[src/rtl/uart_prog_loader.sv]
// Boot-time program loader: assembles little-endian UART bytes into 32-bit words, writes them
// to instruction memory over a req/gnt port, and releases the core reset on the end-of-program word.
module uart_prog_loader #(
    parameter int unsigned        ADDR_W    = 32,
    parameter logic [ADDR_W-1:0]  BASE_ADDR = '0,
    parameter logic [31:0]        END_WORD  = 32'h0000_0FFF
) (
    input  logic              clk_i,
    input  logic              rst_ni,
    input  logic              en_i,
    input  logic              rx_i,
    input  logic [15:0]       clks_per_bit_i,
    output logic              mem_req_o,
    output logic              mem_we_o,
    output logic [ADDR_W-1:0] mem_addr_o,
    output logic [31:0]       mem_wdata_o,
    input  logic              mem_gnt_i,
    output logic              core_rst_no,
    output logic              busy_o,
    output logic              done_o,
    output logic              err_o
);

    typedef enum logic [1:0] {RIdle, RStart, RData, RStop} rx_state_e;
    typedef enum logic [1:0] {StIdle, StAssemble, StWrite, StDone} state_e;

    rx_state_e   rx_state_q, rx_state_d;
    logic        rx_s1_q, rx_s2_q, rx_s3_q;
    logic [15:0] tmr_q, tmr_d;
    logic [2:0]  bit_q, bit_d;
    logic [7:0]  shreg_q, shreg_d;
    logic        byte_valid, frame_err;
    logic [15:0] cpb, half;

    state_e            state_q, state_d;
    logic [1:0]        byte_cnt_q, byte_cnt_d;
    logic [31:0]       word_q, word_d;
    logic [31:0]       wdata_q, wdata_d;
    logic [ADDR_W-1:0] addr_q, addr_d;
    logic              skid_valid_q, skid_valid_d;
    logic [7:0]        skid_data_q, skid_data_d;
    logic              err_q, err_d;
    logic              take;
    logic [7:0]        byte_in;

    assign cpb  = (clks_per_bit_i < 16'd4) ? 16'd4 : clks_per_bit_i;
    assign half = {1'b0, cpb[15:1]};

    // rx_s3_q is the previous synchronized sample, used only for falling-edge detection.
    always_ff @(posedge clk_i or negedge rst_ni) begin
        if (!rst_ni) begin
            rx_s1_q    <= 1'b1;
            rx_s2_q    <= 1'b1;
            rx_s3_q    <= 1'b1;
            rx_state_q <= RIdle;
            tmr_q      <= '0;
            bit_q      <= '0;
            shreg_q    <= '0;
        end else begin
            rx_s1_q    <= rx_i;
            rx_s2_q    <= rx_s1_q;
            rx_s3_q    <= rx_s2_q;
            rx_state_q <= rx_state_d;
            tmr_q      <= tmr_d;
            bit_q      <= bit_d;
            shreg_q    <= shreg_d;
        end
    end

    always_comb begin
        rx_state_d = rx_state_q;
        tmr_d      = tmr_q;
        bit_d      = bit_q;
        shreg_d    = shreg_q;
        byte_valid = 1'b0;
        frame_err  = 1'b0;
        case (rx_state_q)
            RIdle: begin
                if (rx_s3_q && !rx_s2_q) begin
                    rx_state_d = RStart;
                    tmr_d      = '0;
                end
            end
            RStart: begin
                if (tmr_q == half - 16'd1) begin
                    tmr_d      = '0;
                    bit_d      = '0;
                    rx_state_d = rx_s2_q ? RIdle : RData;
                end else begin
                    tmr_d = tmr_q + 16'd1;
                end
            end
            RData: begin
                if (tmr_q == cpb - 16'd1) begin
                    tmr_d   = '0;
                    shreg_d = {rx_s2_q, shreg_q[7:1]};
                    bit_d   = bit_q + 3'd1;
                    if (bit_q == 3'd7) begin
                        rx_state_d = RStop;
                    end
                end else begin
                    tmr_d = tmr_q + 16'd1;
                end
            end
            RStop: begin
                if (tmr_q == cpb - 16'd1) begin
                    tmr_d      = '0;
                    rx_state_d = RIdle;
                    byte_valid = rx_s2_q;
                    frame_err  = !rx_s2_q;
                end else begin
                    tmr_d = tmr_q + 16'd1;
                end
            end
            default: rx_state_d = RIdle;
        endcase
    end

    always_ff @(posedge clk_i or negedge rst_ni) begin
        if (!rst_ni) begin
            state_q      <= StIdle;
            byte_cnt_q   <= '0;
            word_q       <= '0;
            wdata_q      <= '0;
            addr_q       <= BASE_ADDR;
            skid_valid_q <= 1'b0;
            skid_data_q  <= '0;
            err_q        <= 1'b0;
        end else begin
            state_q      <= state_d;
            byte_cnt_q   <= byte_cnt_d;
            word_q       <= word_d;
            wdata_q      <= wdata_d;
            addr_q       <= addr_d;
            skid_valid_q <= skid_valid_d;
            skid_data_q  <= skid_data_d;
            err_q        <= err_d;
        end
    end

    always_comb begin
        state_d      = state_q;
        byte_cnt_d   = byte_cnt_q;
        word_d       = word_q;
        wdata_d      = wdata_q;
        addr_d       = addr_q;
        skid_valid_d = skid_valid_q;
        skid_data_d  = skid_data_q;
        err_d        = err_q;
        take         = 1'b0;
        byte_in      = skid_valid_q ? skid_data_q : shreg_q;
        case (state_q)
            StIdle: begin
                if (en_i) begin
                    state_d      = StAssemble;
                    byte_cnt_d   = '0;
                    addr_d       = BASE_ADDR;
                    skid_valid_d = 1'b0;
                end
            end
            StAssemble: begin
                // The buffered byte goes first; a byte landing in the same cycle refills the buffer.
                if (skid_valid_q) begin
                    take         = 1'b1;
                    skid_valid_d = byte_valid;
                    if (byte_valid) begin
                        skid_data_d = shreg_q;
                    end
                end else begin
                    take = byte_valid;
                end
                if (take) begin
                    word_d[{byte_cnt_q, 3'b000} +: 8] = byte_in;
                    byte_cnt_d = byte_cnt_q + 2'd1;
                    if (byte_cnt_q == 2'd3) begin
                        if (word_d == END_WORD) begin
                            state_d = StDone;
                        end else begin
                            state_d = StWrite;
                            wdata_d = word_d;
                        end
                    end
                end
            end
            StWrite: begin
                if (byte_valid) begin
                    if (skid_valid_q) begin
                        err_d = 1'b1;
                    end else begin
                        skid_valid_d = 1'b1;
                        skid_data_d  = shreg_q;
                    end
                end
                if (mem_gnt_i) begin
                    addr_d  = addr_q + ADDR_W'(4);
                    state_d = StAssemble;
                end
            end
            StDone: ;
            default: state_d = StIdle;
        endcase
        if (frame_err && (state_q == StAssemble || state_q == StWrite)) begin
            err_d = 1'b1;
        end
    end

    assign mem_req_o   = (state_q == StWrite);
    assign mem_we_o    = mem_req_o;
    assign mem_addr_o  = addr_q;
    assign mem_wdata_o = wdata_q;
    assign core_rst_no = (state_q == StDone);
    assign done_o      = (state_q == StDone);
    assign busy_o      = (state_q == StAssemble) || (state_q == StWrite);
    assign err_o       = err_q;

endmodule
[config.mk]
export PLATFORM = sky130hd
export DESIGN_NAME = uart_prog_loader
export DESIGN_NICKNAME = d
export VERILOG_FILES = /design/src/rtl/uart_prog_loader.sv
export SDC_FILE = /design/constraint.sdc
export NUM_CORES = 1
export LEC_CHECK = 0
export BUFFER_PORTS_ARGS = -buffer_cell sky130_fd_sc_hd__buf_2
export CORE_MARGIN = 5
export CORE_UTILIZATION = 54
export CTS_CLUSTER_DIAMETER = 150
export DETAILED_ROUTE_END_ITERATION = 8
export PLACE_DENSITY = 0.77
export REMOVE_ABC_BUFFERS = 1
export SYNTH_ARGS = -nofsm -noshare
export SYNTH_HDL_FRONTEND = slang
export SYNTH_SLANG_ARGS = --single-unit
[constraint.sdc]
create_clock -name clk_i -period 2.8 [get_ports clk_i]
set_input_delay 0.28 -clock clk_i [delete_from_list [all_inputs] [get_ports clk_i]]
set_output_delay 0.28 -clock clk_i [all_outputs]
set_load 0.02 [all_outputs]
* Yosys cells after proc, flatten, opt, wreduce, memory -nomap -nowiden *
Index checks and enable logic that the tools add are counted.
Widths: inputs -> output; s select.

storage, ports and cells
  register bits after elaboration = 142
  output and inout port bits = 70

cells by class
  $add $sub $neg = 7
  $lt $le $gt $ge = 1
  equality and inequality tests = 23
  shift-type cells = 2
  mux-type cells = 47
  bitwise gates (word level) = 1
  reductions and logical operators = 26

operators with widths
  kind                    number
  $mux 16                 4
  $mux 32                 2
  $pmux 32 s2             1
  $pmux 16 s3             1
  $add 32x3->32 const B   1
  $bwmux 32               1
  $eq 16x16->1            2
  $eq 32x12->1 const B    1
  $mux 8                  4
  $shift 8x7->32 const A  1
  $shiftx 8x7->32         1
  $mux 2                  12
  $ne 2x2->1 const B      9
  $add 16x1->16 const B   1
  $lt 16x3->1 const B     1
  $pmux 8 s2              1
  $sub 15x1->16 const B   1
  $sub 16x1->16 const B   1
  $reduce_and 3->1        5
  $mux 1                  14
  $reduce_bool 2->1       7
  $eq 2x2->1 const B      5
  $reduce_and 5->1        2
  $pmux 2 s4              1
  other kinds (20)        28

* Logic depth before layout (Yosys ltp) *
Gate-level depths: netlist of run 1.

  depth after elaboration = 10
  mapped depth = 16
  depth with buffers taken out = 12

* Least setup slack after synthesis of run 1 *
Ideal clock, no wire load.

  path type = input to register
  start = in clks_per_bit_i[7]
  end = reg wdata_q[10] (netlist: mem_wdata_o[10])
  setup time = 0.128 ns
  data arrival time = 3.695 ns
  slack = -1.023 ns
  stages on the path = 14
  buffers on the path = 2
  cells stage by stage = buf_6 nor4_4 nand4_1 nand2_1 ha_1 or4b_4 or2_1 or4_1 o2111ai_1 nor3b_2 a31o_2 nand4_4 buf_6 mux2_1

on the way
  cells in the longest elaborated chain, start to end = 9

ends and longest elaborated chain
  what                            RTL line  source
  from (decl)                     12        input logic [15:0] clks_per_bit_i,
  $lt 16x3->1                     46        assign cpb = (clks_per_bit_i < 16'd4) ? 16'd4 : clks_per_bit_i;
  $mux 16 (*)                     46
  $sub 16x1->16 (*)               106       if (tmr_q == cpb - 16'd1) begin
  $eq 16x16->1 (*)                106
  $mux 1 (*)                      106
  $mux 1 (*)                      77        case (rx_state_q)
  $mux 1 (*)                      163       if (skid_valid_q) begin
  $mux 1 (*)                      152       case (state_q)
  $reduce_and 4->1 (no line) (*)  --
  to (signal assigned)            133       wdata_q <= wdata_d;
  to (decl)                       38        logic [31:0] wdata_q, wdata_d;

Mark *: on every way between the ends. The rest lies on a longest branch, timed or not. The select of a mux whose other input is x is not followed.
A chain may end at the register's enable or synchronous reset.

* Worst setup path after layout of run 1 *
  start = in clks_per_bit_i[3]
  end = reg wdata_q[14] (netlist: mem_wdata_o[14])

Same word-level chain as after synthesis.

==> results list, run 1 <==
- Outcome: complete, but fails checks
- Violated checks: setup timing
- STA puts the critical path data required time at 3110 ps.
* Post-route clock period utilization: 126%
- The critical path goes through buf_8, nor4_4, buf_4, a41oi_4, clkinv_4, ha_4, or4b_4, or2_4, o31ai_1, o211ai_1, nor2_1, a31o_2, nand4_4, buf_12, clkbuf_16, mux2_1.
- Slowest cell on the critical path: sky130_fd_sc_hd__or4b_4
- The pre-antenna-repair detailed-routing pass consisted of 5 iterations.
* Commonest cells in the synthesized netlist: sky130_fd_sc_hd__dfrtp_1, sky130_fd_sc_hd__nand2_1, sky130_fd_sc_hd__inv_1
* Io pins: 91
- The worst-case IR drop observed on VDD is 0.000540 V.
- After technology mapping, the gate count stands at 859.
- Excluding fillers, the count of instances in the completed layout stands at 1332.
* Post-route standard cell area excluding fillers: 11800 um2
* Library cell occupying the most area in the post-synthesis netlist: sky130_fd_sc_hd__dfrtp_1
- Number of buffer cells added on primary ports: 88
- Final Critical Period: 3520 ps
- Average cell area after synthesis: 9.88 um2
- Maximum Capacitance Violations: 0
- The post-route netlist has 38.5% of its cells at a drive strength greater than 1.
- Skew final: 12.3 ps
- Post-route ant nets: 0
* Pin slew with the least headroom to its limit: 877 ps
- TritonCTS built the clock tree.
- In the post-synthesis netlist, the biggest area contributors are sky130_fd_sc_hd__dfrtp_1, sky130_fd_sc_hd__mux2_1, sky130_fd_sc_hd__mux2_2, sky130_fd_sc_hd__xor2_1, sky130_fd_sc_hd__o2bb2ai_1.
- In the synthesized netlist the async set-or-reset flop fraction comes to 100%.
- Sequential cell area fraction in the yosys report: 41.3%
* Category of the worst setup path capture point: flop
- Die span in x: 135 um
* Multi-input gate area in the final layout: 5020 um2
* Most used flip-flop cell after synthesis: sky130_fd_sc_hd__dfrtp_1
- The die covers 18300 um2.
- In this run the core area contains 45 standard-cell rows.
- Via density per instance: 6.14
- # nets final: 1145
- The initial antenna violation count was 0.
* Layout overhead on the synthesized area: 38.5%
- Global routing finished with a remaining overflow of 0.
* Root buf cell: sky130_fd_sc_hd__clkbuf_16
- Number of placed cells counting well taps: 1263
* Type of the worst setup path: input port to flop
- The H-tree was split into 4 levels.
* Crit path launch type: input port
* Unrepaired setup endpoints after global routing: true
- Summing over every cut layer, the via total after detailed routing is 8179.
- Warnings from Yosys: 0
* Starting utilization of the core area: 55.4%
- Clock tree sinks: 140
- The synthesized netlist contains 86 unique library cells.
* Core Region: 15300 um2
- Tot Pwr: 6.05 mW
* Dpl hpwl: 16700 um
- Routability-driven placement finished with a final weighted congestion of 0.962.
- Sum of routed wire length over all layers: 26400 um
* Inserted Clock Buffers: 17
- Area of the mapped netlist: 8490 um2
- Final Setup Violations: 107
- Pwr Density: 514 nW/um2
- Entering global routing, the biggest net connects 89 pins.
- In this run the tightest slew margin relative to its limit is 41.6%.
- At the later pin of the worst-skew pair, clock insertion delay measures 430 ps.
- After detailed routing, the number of remaining DRC violations is 0.
* Static leakage power: 5.36 nW
- HP Class: input port to asynchronous set/reset pin
- Sequential standard cell area: 3510 um2
- Number of antenna cells inserted: 0
- The placed instances occupy a cell area of 10200 um2.
- On the worst path, the slowest cell contributes a delay of 470 ps.
* Number of synthesized register bits: 140
* Number of DRC markers in iteration 0: 686
- Data arrives at the worst endpoint at 3830 ps.
* Detail-routed net length per standard cell: 19.8 um
- Via count of the first global-routing pass: 8243
* Top-count cell post-synth: sky130_fd_sc_hd__dfrtp_1
* Critical path peak fanout: 7
* Maximum clock insertion buffer count: 2
- The filler cells instantiated in the layout total 1003.
- The synthesized design contains 0 enable-type register cells.
- The die is 135 um tall.
- In the global route stage, overall resource usage came out at 28.0%.
- The number of pins exceeding their max-slew limit in the final report came to 0.
- Final hold violation count: 0
- The first global-routing pass estimated 41100 um of wire.
- Least setup slack across all paths after layout: -725 ps
* Timing-limited maximum frequency: 0.284 GHz
* Share of Yosys cell area claimed by the top area cell type: 40.4%
- After clock tree synthesis, the clock-pin slew on the worst setup and hold paths is 70 ps.
[repair_timing]
action / CTS / global route
gates resized for setup: 89 / 68
hold endpoints to repair: 13 / 0
hold buffers: 2 / 0
endpoints found under the setup margin: 107 / 114
gates cloned: 7 / 1
buffers inserted: 23 / 10
pin swaps: 32 / 19
[worst max-delay path: cells and delay by family]
kind / cells / cell delay (ps)
AO/OA/AOI/OAI: 4 / 930
adder cells (fa/ha/maj): 1 / 120
buffers and inverters: 5 / 760
multiplexers: 1 / 320
AND/OR/NAND/NOR: 5 / 1400
[kinds of logic (layout without fill, tap and decap cells)]
kind of cell | Yosys count | count (layout) | synth area share, %
adder cells (fa/ha/maj) | 16 | 16 | 2.36
buffers and inverters | 104 | 365 | 5.44
multiplexers | 75 | 75 | 9.68
AO/OA/AOI/OAI | 178 | 178 | 15.8
other | 1 | 2 | 0.0442
XOR/XNOR | 62 | 62 | 6.40
AND/OR/NAND/NOR | 283 | 283 | 19.0
flip-flops | 140 | 140 | 41.3
[routing by layer]
metal | up-vias | routed length, um | track usage [%]
li1 | 3671 | - | -
met1 | 3979 | 10500 | 34.0
met2 | 424 | 13100 | 48.4
met3 | 105 | 1830 | 5.42
met4 | 0 | 940 | 12.4
met5 | - | 0 | 0
[final timing paths]
kind                       slack (ps)  depth (start not counted)                 startpoint                          end
setup / recovery                 -720                         16          clks_per_bit_i[3]  mem_wdata_o[14]$_DFFE_PN0P_
hold / removal                    240                          2                     rst_ni  mem_wdata_o[25]$_DFFE_PN0P_
setup reg to reg                 -540                         13  byte_cnt_q[1]$_DFFE_PN0P_  mem_wdata_o[14]$_DFFE_PN0P_
hold reg to reg                   360                          0          rx_s1_q$_DFF_PN1_            rx_s2_q$_DFF_PN1_
max in group asynchronous        1840                          3                     rst_ni        word_q[2]$_DFFE_PN0P_
min in group clk_i                240                          3                  mem_gnt_i    mem_addr_o[4]$_DFFE_PN0P_
[cell usage in the layout, fill, tap and decap left out, types with 4 or more instances in the layout]
cell,n
sky130_fd_sc_hd__ha_1,14
sky130_fd_sc_hd__xnor2_1,30
sky130_fd_sc_hd__nand2b_1,5
sky130_fd_sc_hd__clkbuf_16,18
sky130_fd_sc_hd__mux2_4,34
sky130_fd_sc_hd__a21oi_1,8
sky130_fd_sc_hd__mux2i_1,18
sky130_fd_sc_hd__mux2_1,9
sky130_fd_sc_hd__and4_1,4
sky130_fd_sc_hd__nand2_1,56
sky130_fd_sc_hd__and3_1,8
sky130_fd_sc_hd__dfrtp_1,136
sky130_fd_sc_hd__o31ai_1,5
sky130_fd_sc_hd__o21ai_0,34
sky130_fd_sc_hd__nand4_1,27
sky130_fd_sc_hd__nor2b_1,7
sky130_fd_sc_hd__a31oi_1,7
sky130_fd_sc_hd__o22ai_1,18
sky130_fd_sc_hd__or4_1,5
sky130_fd_sc_hd__nor3b_1,4
sky130_fd_sc_hd__inv_1,54
sky130_fd_sc_hd__and2_1,5
sky130_fd_sc_hd__o211ai_1,10
sky130_fd_sc_hd__nor4_1,10
sky130_fd_sc_hd__nor2_1,45
sky130_fd_sc_hd__o21a_1,5
sky130_fd_sc_hd__o2bb2ai_1,22
sky130_fd_sc_hd__nor3_1,10
sky130_fd_sc_hd__xor2_1,32
sky130_fd_sc_hd__buf_4,155
sky130_fd_sc_hd__o21ai_2,5
sky130_fd_sc_hd__buf_6,25
sky130_fd_sc_hd__buf_2,81
sky130_fd_sc_hd__o2bb2ai_2,6
sky130_fd_sc_hd__o21ai_1,4
sky130_fd_sc_hd__nor3_4,4
sky130_fd_sc_hd__or3_1,8
sky130_fd_sc_hd__buf_12,8
sky130_fd_sc_hd__mux2_2,14
sky130_fd_sc_hd__nand3_1,44
[flip-flops by register name, indices dropped and copies added, names as in the netlist]
| name | count |
|---|---|
| tmr_q | 16 |
| rx_s2_q | 1 |
| bit_q | 3 |
| err_o | 1 |
| word_q | 32 |
| skid_data_q | 8 |
| rx_state_q | 2 |
| rx_s3_q | 1 |
| rx_s1_q | 1 |
| mem_wdata_o | 32 |
| mem_addr_o | 30 |
| skid_valid_q | 1 |
| byte_cnt_q | 2 |
| state_q | 2 |
| shreg_q | 8 |
[where the power goes]
group	switching, mW	internal (mW)
Clock	0.914	1.28
Sequential	0.101	2.09
Combinational	0.951	0.712
[through the flow]
stage / TNS, ps / util, % / setup WS (ps) / hold WS, ps
after floorplan: -104240 / - / -1300 / -15.6
after global placement: -92510 / 66.5 / -949 / 106
after detailed placement: -103370 / 66.5 / -1090 / 109
after CTS: -41540 / 74.5 / -518 / 207
after global routing: -73090 / 76.8 / -830 / 224
final: -59840 / 76.8 / -725 / 238
[final cells by class]
type | count | share of cell area [%]
clock inverters | 12 | 0.968
clock buffers | 20 | 3.88
multi-input cells | 616 | 42.7
well taps | 211 | 2.24
flip-flops and latches | 140 | 29.8
inverters | 55 | 1.80
repair buffers | 278 | 18.6
Power figures use the tool's default switching activity.
==> run 2, diff against run 1 <==
HOLD_SLACK_MARGIN = 0.02   (was unset)
clock period = 3.1 ns   (was 2.8 ns; I/O delays follow)
==> run 2 against run 1 <==
The run still ends with setup timing left. Clock skew shrank 1.7 ps. First-iteration DRC count fell by 4.8%. Global-route usage down 2.3 points. Setup slack improved by 420 ps. Utilization shrank 2.9 points. Largest cell class unchanged. Final area down 3.7%. Sequential share of layout area grew 1.1 points. Power down 10%.
==> results list, run 2 (synthesized netlist as in run 1, its figures left out) <==
- M3 GR Usage: 5.61% (+0.19 points)
- The global routing usage summed across all routing layers was 25.7% (-2.3 points).
- The clock-pin slew on the worst setup and hold paths was 60 ps (about the same).
- The initial standard-cell utilization of the core came to 55.4% (unchanged).
- Unrepaired setup endpoints after global routing: true
- The final net count was 1091 (-4.7%).
- The pin count of the biggest net entering global routing was 80 (-10%).
- Psw: 1.70 mW (-13%)
* Pwr Density: 479 nW/um2 (-6.8%)
- Via density per instance: 6.13 (-0.22%)
- Dpl hpwl: 15800 um (-5.7%)
- Final Critical Period: 3400 ps
* Final Instance Count excl. Fillers: 1277 (-4.1%)
- Least setup slack across all paths after layout: -305 ps (+420 ps)
- The clock skew is 10.6 ps (-1.73 ps).
- The total instance count after detailed placement is 1226 (-2.9%).
- The critical path is of the input port to flop type.
* CTS H-Tree Depth: 4 (unchanged)
* GR Util met2: 43.1% (-5.4 points)
- The register share of total power was 37.4% (+1.2 points).
- The logic gate share of total power was 24.2% (-3.3 points).
- Global routing usage on met1: 31.9% (-2.1 points)
- Layout overhead on the synthesized area: 33.4%
* Antenna violations before repair: 0 (unchanged)
- Post-route clock period utilization: 110%
- Sum of routed wire length over all layers: 24300 um (-8.0%)
* Post-route standard cell area excluding fillers: 11300 um2 (-3.7%)
- Worst IR drop on VDD: 0.000371 V (-31%)
- Cell depth of the worst hold path: 3
- Most common cell after layout, fill and taps aside: sky130_fd_sc_hd__dfrtp_1
- The normalized max-slew margin is 36.2% (-5.3 points).
* Pin slew with the least headroom to its limit: 932 ps (+55.5 ps)
* Maximum Capacitance Violations: 0 (unchanged)
- Static leakage power: 5.11 nW (-4.6%)
- The switching share of power is 31.4% (-1.1 points).
- The number of rows created at floorplan came to 45 (unchanged).
- In the layout the commonest cells are sky130_fd_sc_hd__dfrtp_1, sky130_fd_sc_hd__buf_4, sky130_fd_sc_hd__buf_2.
- The first-pass iteration count of the detailed router came to 5 (unchanged).
* Violated checks: setup timing
* Insertion delay of the later-clocked pin in the worst-skew pair: 430 ps (about the same)
- The share of cells above drive strength 1 is 35.7% (-2.8 points).
- Outcome: complete, but fails checks
- The cell internal power dissipation came to 3.72 mW (-8.8%).
- The diode insertion count for antenna repair came to 0 (unchanged).
- The detailed-route DRC error count came to 0 (unchanged).
- The wire length of the first global-routing pass is 38000 um (-7.6%).
- Vias: 7824 (-4.3%)
* Detail-routed net length per standard cell: 19.0 um (-4.1%)
- Die height: 135 um (unchanged)
* Core Region: 15300 um2 (unchanged)
- Critical path data required time: 3400 ps (+290 ps)
- The number of inserted filler cells in the final layout is 1060 (+5.7%).
- Worst reg2reg path depth: 10 (-3)
- Max-slew violation total from the final report: 0 (unchanged)
* Sequential standard cell area: 3510 um2 (about the same)
- Final Setup Violations: 106 (-0.93%)
- Final hold violation count: 0 (unchanged)
- Derived from the worst setup path, the maximum achievable clock frequency is 0.294 GHz.
- Root buf cell: sky130_fd_sc_hd__clkbuf_16
- Clk network pwr share: 38.4% (+2.1 points)
- Die span in x: 135 um (unchanged)
* Number of buffer cells added on primary ports: 88 (unchanged)
* HP Class: input port to flop
- The area of the multi-input gates is 4990 um2 (-0.57%).
* Category of the worst setup path capture point: flop
* Number of DRC markers in iteration 0: 653 (-4.8%)
- Layer with the highest usage: met2
* Io pins: 91 (unchanged)
- The total die area was 18300 um2 (unchanged).
- Maximum clock insertion buffer count: 2 (unchanged)
- Via count of the first global-routing pass: 7658 (-7.1%)
- The arrival time at the worst endpoint came to 3710 ps (-120 ps).
- TritonCTS clock tree: built
* Final Wtd Congestion: 0.938 (-2.5%)
* Area after DPL: 9900 um2 (-2.7%)
- Clock tree sinks: 140 (unchanged)
- The number of nets with antenna violations after detailed routing is 0 (unchanged).
- GRT Residual Overflow: 0 (unchanged)
* Critical path peak fanout: 5 (-2)
- Inserted Clock Buffers: 17 (unchanged)
* Crit path launch type: input port
## run 2: final timing paths
kind	startpoint	end	slack, ps
hold reg to reg	rx_s1_q$_DFF_PN1_	rx_s2_q$_DFF_PN1_	360
setup / recovery	clks_per_bit_i[3]	mem_wdata_o[29]$_DFFE_PN0P_	-300
min in group asynchronous	rst_ni	word_q[24]$_DFFE_PN0P_	490
max in group asynchronous	rst_ni	rx_s1_q$_DFF_PN1_	1830
setup reg to reg	skid_valid_q$_DFFE_PN0P_	mem_wdata_o[29]$_DFFE_PN0P_	-130
hold / removal	mem_gnt_i	mem_addr_o[4]$_DFFE_PN0P_	250
## run 2: metrics by stage
step,hold WS [ps],power [mW],utilization [%],setup slack [ps],TNS [ps]
2_1_floorplan,14.4,2.71,-,-1030,-74310
3_3_place_gp,346,3.22,64.6,-710,-62800
3_5_place_dp,349,3.24,64.6,-845,-75480
4_1_cts,227,5.37,71.5,-248,-15260
5_1_grt,272,5.64,73.9,-372,-30880
6_report,249,5.43,73.9,-305,-22200
## run 2: repair_timing
| item | CTS | global route |
|---|---|---|
| endpoints found under the setup margin | 106 | 108 |
| gates resized for setup | 56 | 68 |
| setup buffers | 12 | 3 |
| cloned | 3 | 2 |
| hold buffers | 2 | 0 |
| hold endpoints to repair | 78 | 0 |
| pin swaps | 12 | 28 |
## run 2: critical path, stage by stage
cell and delay, ps:
sky130_fd_sc_hd__buf_8 100, sky130_fd_sc_hd__nor4_4 340, sky130_fd_sc_hd__nand4_1 210, sky130_fd_sc_hd__nand2_2 160
sky130_fd_sc_hd__ha_4 140, sky130_fd_sc_hd__or4b_4 460, sky130_fd_sc_hd__or2_4 300, sky130_fd_sc_hd__or4_4 450
sky130_fd_sc_hd__o2111ai_4 120, sky130_fd_sc_hd__nor3b_2 80, sky130_fd_sc_hd__a31o_2 300, sky130_fd_sc_hd__nand4_4 130
sky130_fd_sc_hd__buf_12 150, sky130_fd_sc_hd__clkbuf_16 150, sky130_fd_sc_hd__mux2_4 300
## run 2: per-layer routing
metal | vias to the layer above | part of all wire (%) | wire (um)
met3 | 78 | 6.7 | 1620
met1 | 3860 | 41 | 9880
met2 | 324 | 49 | 11900
li1 | 3562 | - | -
met4 | 0 | 3.4 | 828
met5 | - | 0 | 0
## run 2: cell type report
cell class              instances  area share [%]
clock buffers                  22            4.36
repair buffers                224            15.4
inverters                      55            1.87
well taps                     211            2.33
flip-flops and latches        140            31.0
multi-input cells             616            44.1
clock inverters                 9           0.983
## run 2: power by group through the flow
stage                     Combinational, mW  Sequential (mW)  Clock (mW)
after floorplan                       0.694             2.01           0
after global placement                 1.17             2.04           0
after detailed placement               1.19             2.05           0
after CTS                              1.25             2.01        2.10
after global routing                   1.42             2.03        2.19
final                                  1.31             2.03        2.08
==> run 3, diff against run 2 <==
CTS_BUF_LIST = sky130_fd_sc_hd__clkbuf_16   (was unset)
==> run 3 against run 2 <==
The run still ends with setup timing left. Wire length is 0.28% higher. Combinational power hardly changed. Clock power is 6% lower. Highest routed layer unchanged. Clock skew is 3.4 ps higher. First-iteration DRC count is 14% higher. Flip-flop and latch count stayed put. Critical path type unchanged.
==> results list, run 3 (synthesized netlist as in run 1, its figures left out) <==
- Number of buffer cells added on primary ports: 88 (unchanged)
* Core Region: 15300 um2 (unchanged)
- Setup TNS: -26470 ps (-4270 ps)
* Via density per instance: 6.12 (about the same)
- Final Core Density: 73.1% (-0.82 points)
* Antenna violations before repair: 0 (unchanged)
- The sum of routed wire length over all layers was 24300 um (+0.28%).
- The clock insertion delay at the later pin of the skew report was 430 ps (about the same).
* Maximum clock insertion buffer count: 2 (unchanged)
- Post-route standard cell area excluding fillers: 11200 um2 (-1.1%)
* Most common cell after layout, fill and taps aside: sky130_fd_sc_hd__dfrtp_1
* Skew final: 13.9 ps (+3.36 ps)
- GRT Residual Overflow: 0 (unchanged)
- The detailed-route DRC error count was 0 (unchanged).
* Die span in x: 135 um (unchanged)
* Crit path launch type: input port
- Pin slew with the least headroom to its limit: 894 ps (-38.6 ps)
- Via count of the first global-routing pass: 7581 (-1.0%)
- Relative slew slack: 38.9% (+2.6 points)
* Type of the worst setup path: input port to flop
- Signal arrival time at the worst endpoint: 3750 ps (+40 ps)
* Top library cells by usage in the layout, fill and taps aside: sky130_fd_sc_hd__dfrtp_1, sky130_fd_sc_hd__buf_4, sky130_fd_sc_hd__buf_2
- Io pins: 91 (unchanged)
* Worst IR drop on VDD: 0.000392 V (+5.8%)
- Inserted Clock Buffers: 17 (unchanged)
* Post-route ant nets: 0 (unchanged)
- TritonCTS clock tree: built
- The number of buffer and inverter instances along the worst setup path is 4 (+1).
- Count of fill cells added during filler insertion: 1095 (+3.3%)
- The clock-pin slew on the worst setup and hold paths came to 60 ps (about the same).
* Worst path top cell family by delay: simple AND/OR/NAND/NOR gates
* Final Setup Violations: 106 (unchanged)
- Layout overhead on the synthesized area: 31.9%
- CTS H-Tree Depth: 4 (unchanged)
* Die height: 135 um (unchanged)
- The global routing usage summed across all routing layers was 25.6% (-0.091 points).
- First-pass GRT wire length: 37900 um (-0.14%)
* # nets final: 1089 (-0.18%)
- The depth of the most critical reg-to-reg path came to 10 (unchanged).
- The number of DRC markers in iteration 0 came to 744 (+14%).
- Hold slack final: 247 ps (-1.25 ps)
* Maximum Capacitance Violations: 0 (unchanged)
* Root buf cell: sky130_fd_sc_hd__clkbuf_16
- Clock tree sinks: 140 (unchanged)
- The required time at the worst-slack endpoint came to 3400 ps (about the same).
- The register-to-register path setup slack came to -180 ps (-50 ps).
* HP Class: input port to flop
- The via total after detailed routing was 7805 (-0.24%).
- Post-route clock period utilization: 112% (+1.7 points)
* Die Footprint: 18300 um2 (unchanged)
- The share of cells above drive strength 1 was 34.4% (-1.3 points).
- The largest individual stage delay along the critical path comes from the cell sky130_fd_sc_hd__or4b_2.
- Least setup slack across all paths after layout: -357 ps (-52.0 ps)
* Static leakage power: 5.05 nW (-1.3%)
- Final hold violation count: 0 (unchanged)
* Number of logic stages on the critical path including buffering: 16 (+1)
- The pin count of the biggest net entering global routing is 80 (unchanged).
- Sequence of cells on the critical path: buf_6, nor4_4, nand4_1, nand2_2, ha_2, buf_4, or4b_2, o31ai_2, a222oi_1, nand4_1, nor2_1, a31o_2, nand4_4, buf_12, buf_12, mux2_1
- Highest cell delay on the worst timing path: 650 ps (+190 ps)
- The number of rows created at floorplan is 45 (unchanged).
- In this run the critical register-to-register path is launched from skid_valid_q$_DFFE_PN0P_.
* Outcome: complete, but fails checks
- The weighted congestion reported at the end of routability-driven placement came to 0.938 (unchanged).
* Detail-routed net length per standard cell: 19.1 um (+0.44%)
- Setup repair after global routing could not meet its margin everywhere.
- Pwr Density: 474 nW/um2 (-1.1%)
* Post-placement setup slack: -845 ps (unchanged)
- Starting utilization of the core area: 55.4% (unchanged)
- The worst register-to-register path ends at mem_wdata_o[17]$_DFFE_PN0P_.
* Timing-limited maximum frequency: 0.289 GHz (-1.5%)
- Critical path capture point: mem_wdata_o[17]$_DFFE_PN0P_
* Area after DPL: 9900 um2 (unchanged)
- The diode insertion count for antenna repair was 0 (unchanged).
* Violated checks: setup timing
- The number of pins exceeding their max-slew limit in the final report came to 0 (unchanged).
- Final Critical Period: 3460 ps (+52.0 ps)
* Category of the worst setup path capture point: flop
- Pre-Repair DR Iteration Count: 8 (+3)
- Dpl hpwl: 15800 um (unchanged)
- Critical path peak fanout: 11 (+6)
- Tracing the worst setup path back leads to its startpoint at clks_per_bit_i[7].
[run 3: changes by cell type in the layout (fill, tap and decap cells not counted), sizes merged]
cell,previous run,this run
buf,220,219
clkinv,3,8
clkbuf,24,18
[run 3: worst register-to-register path: cells and delay by family, from the launching register on]
family                 cells  cell delay (ps)
and+or+nand+nor            4              950
muxes                      2              760
AOI/OAI and AO/OA          2              630
DFF                        1              540
buffers and inverters      2              270
[run 3: per-stage QoR]
| step | power [mW] | instances |
|---|---|---|
| floorplan | 2.71 | 811 |
| global placement | 3.22 | 1226 |
| detailed placement | 3.24 | 1226 |
| CTS | 5.24 | 1272 |
| global route | 5.53 | 1275 |
| finish | 5.31 | 1275 |
[run 3: cell type report]
class                           instances  area [um2]  share of cell area, %
Multi-Input combinational cell        616        4950                   44.2
Sequential cell                       140        3510                   31.3
Timing Repair Buffer                  222        1710                   15.3
Clock buffer                           17         425                   3.80
Tap cell                              211         264                   2.36
Inverter                               55         211                   1.89
Clock inverter                         14         130                   1.16
[run 3: routing by layer]
metal | up-vias | global-route usage (%) | share of wire, %
met5 | - | 0 | 0
met4 | 0 | 9.85 | 3.1
li1 | 3544 | - | -
met2 | 320 | 42.6 | 49
met3 | 79 | 5.72 | 6.3
met1 | 3862 | 32.7 | 41
[run 3: worst min path at each step]
stage,start,to,cells after the start
after floorplan,rst_ni,bit_q[0]$_DFFE_PN0P_,0
after global placement,rx_s1_q$_DFF_PN1_,rx_s2_q$_DFF_PN1_,0
after detailed placement,rx_s1_q$_DFF_PN1_,rx_s2_q$_DFF_PN1_,0
after CTS,mem_gnt_i,mem_addr_o[4]$_DFFE_PN0P_,3
after global routing,mem_gnt_i,mem_addr_o[4]$_DFFE_PN0P_,3
final,mem_gnt_i,mem_addr_o[4]$_DFFE_PN0P_,3
[run 3: timing repair]
item | CTS | global route
setup endpoints to repair | 106 | 108
pin swaps | 12 | 27
gates cloned | 3 | 1
hold buffers | 2 | 0
hold endpoints to repair | 78 | 0
buffers inserted | 11 | 3
resized for setup | 55 | 60
[run 3: where the power goes]
part	internal (mW)	switching, mW
Combinational	0.562	0.765
Clock	1.16	0.789
Sequential	1.89	0.142
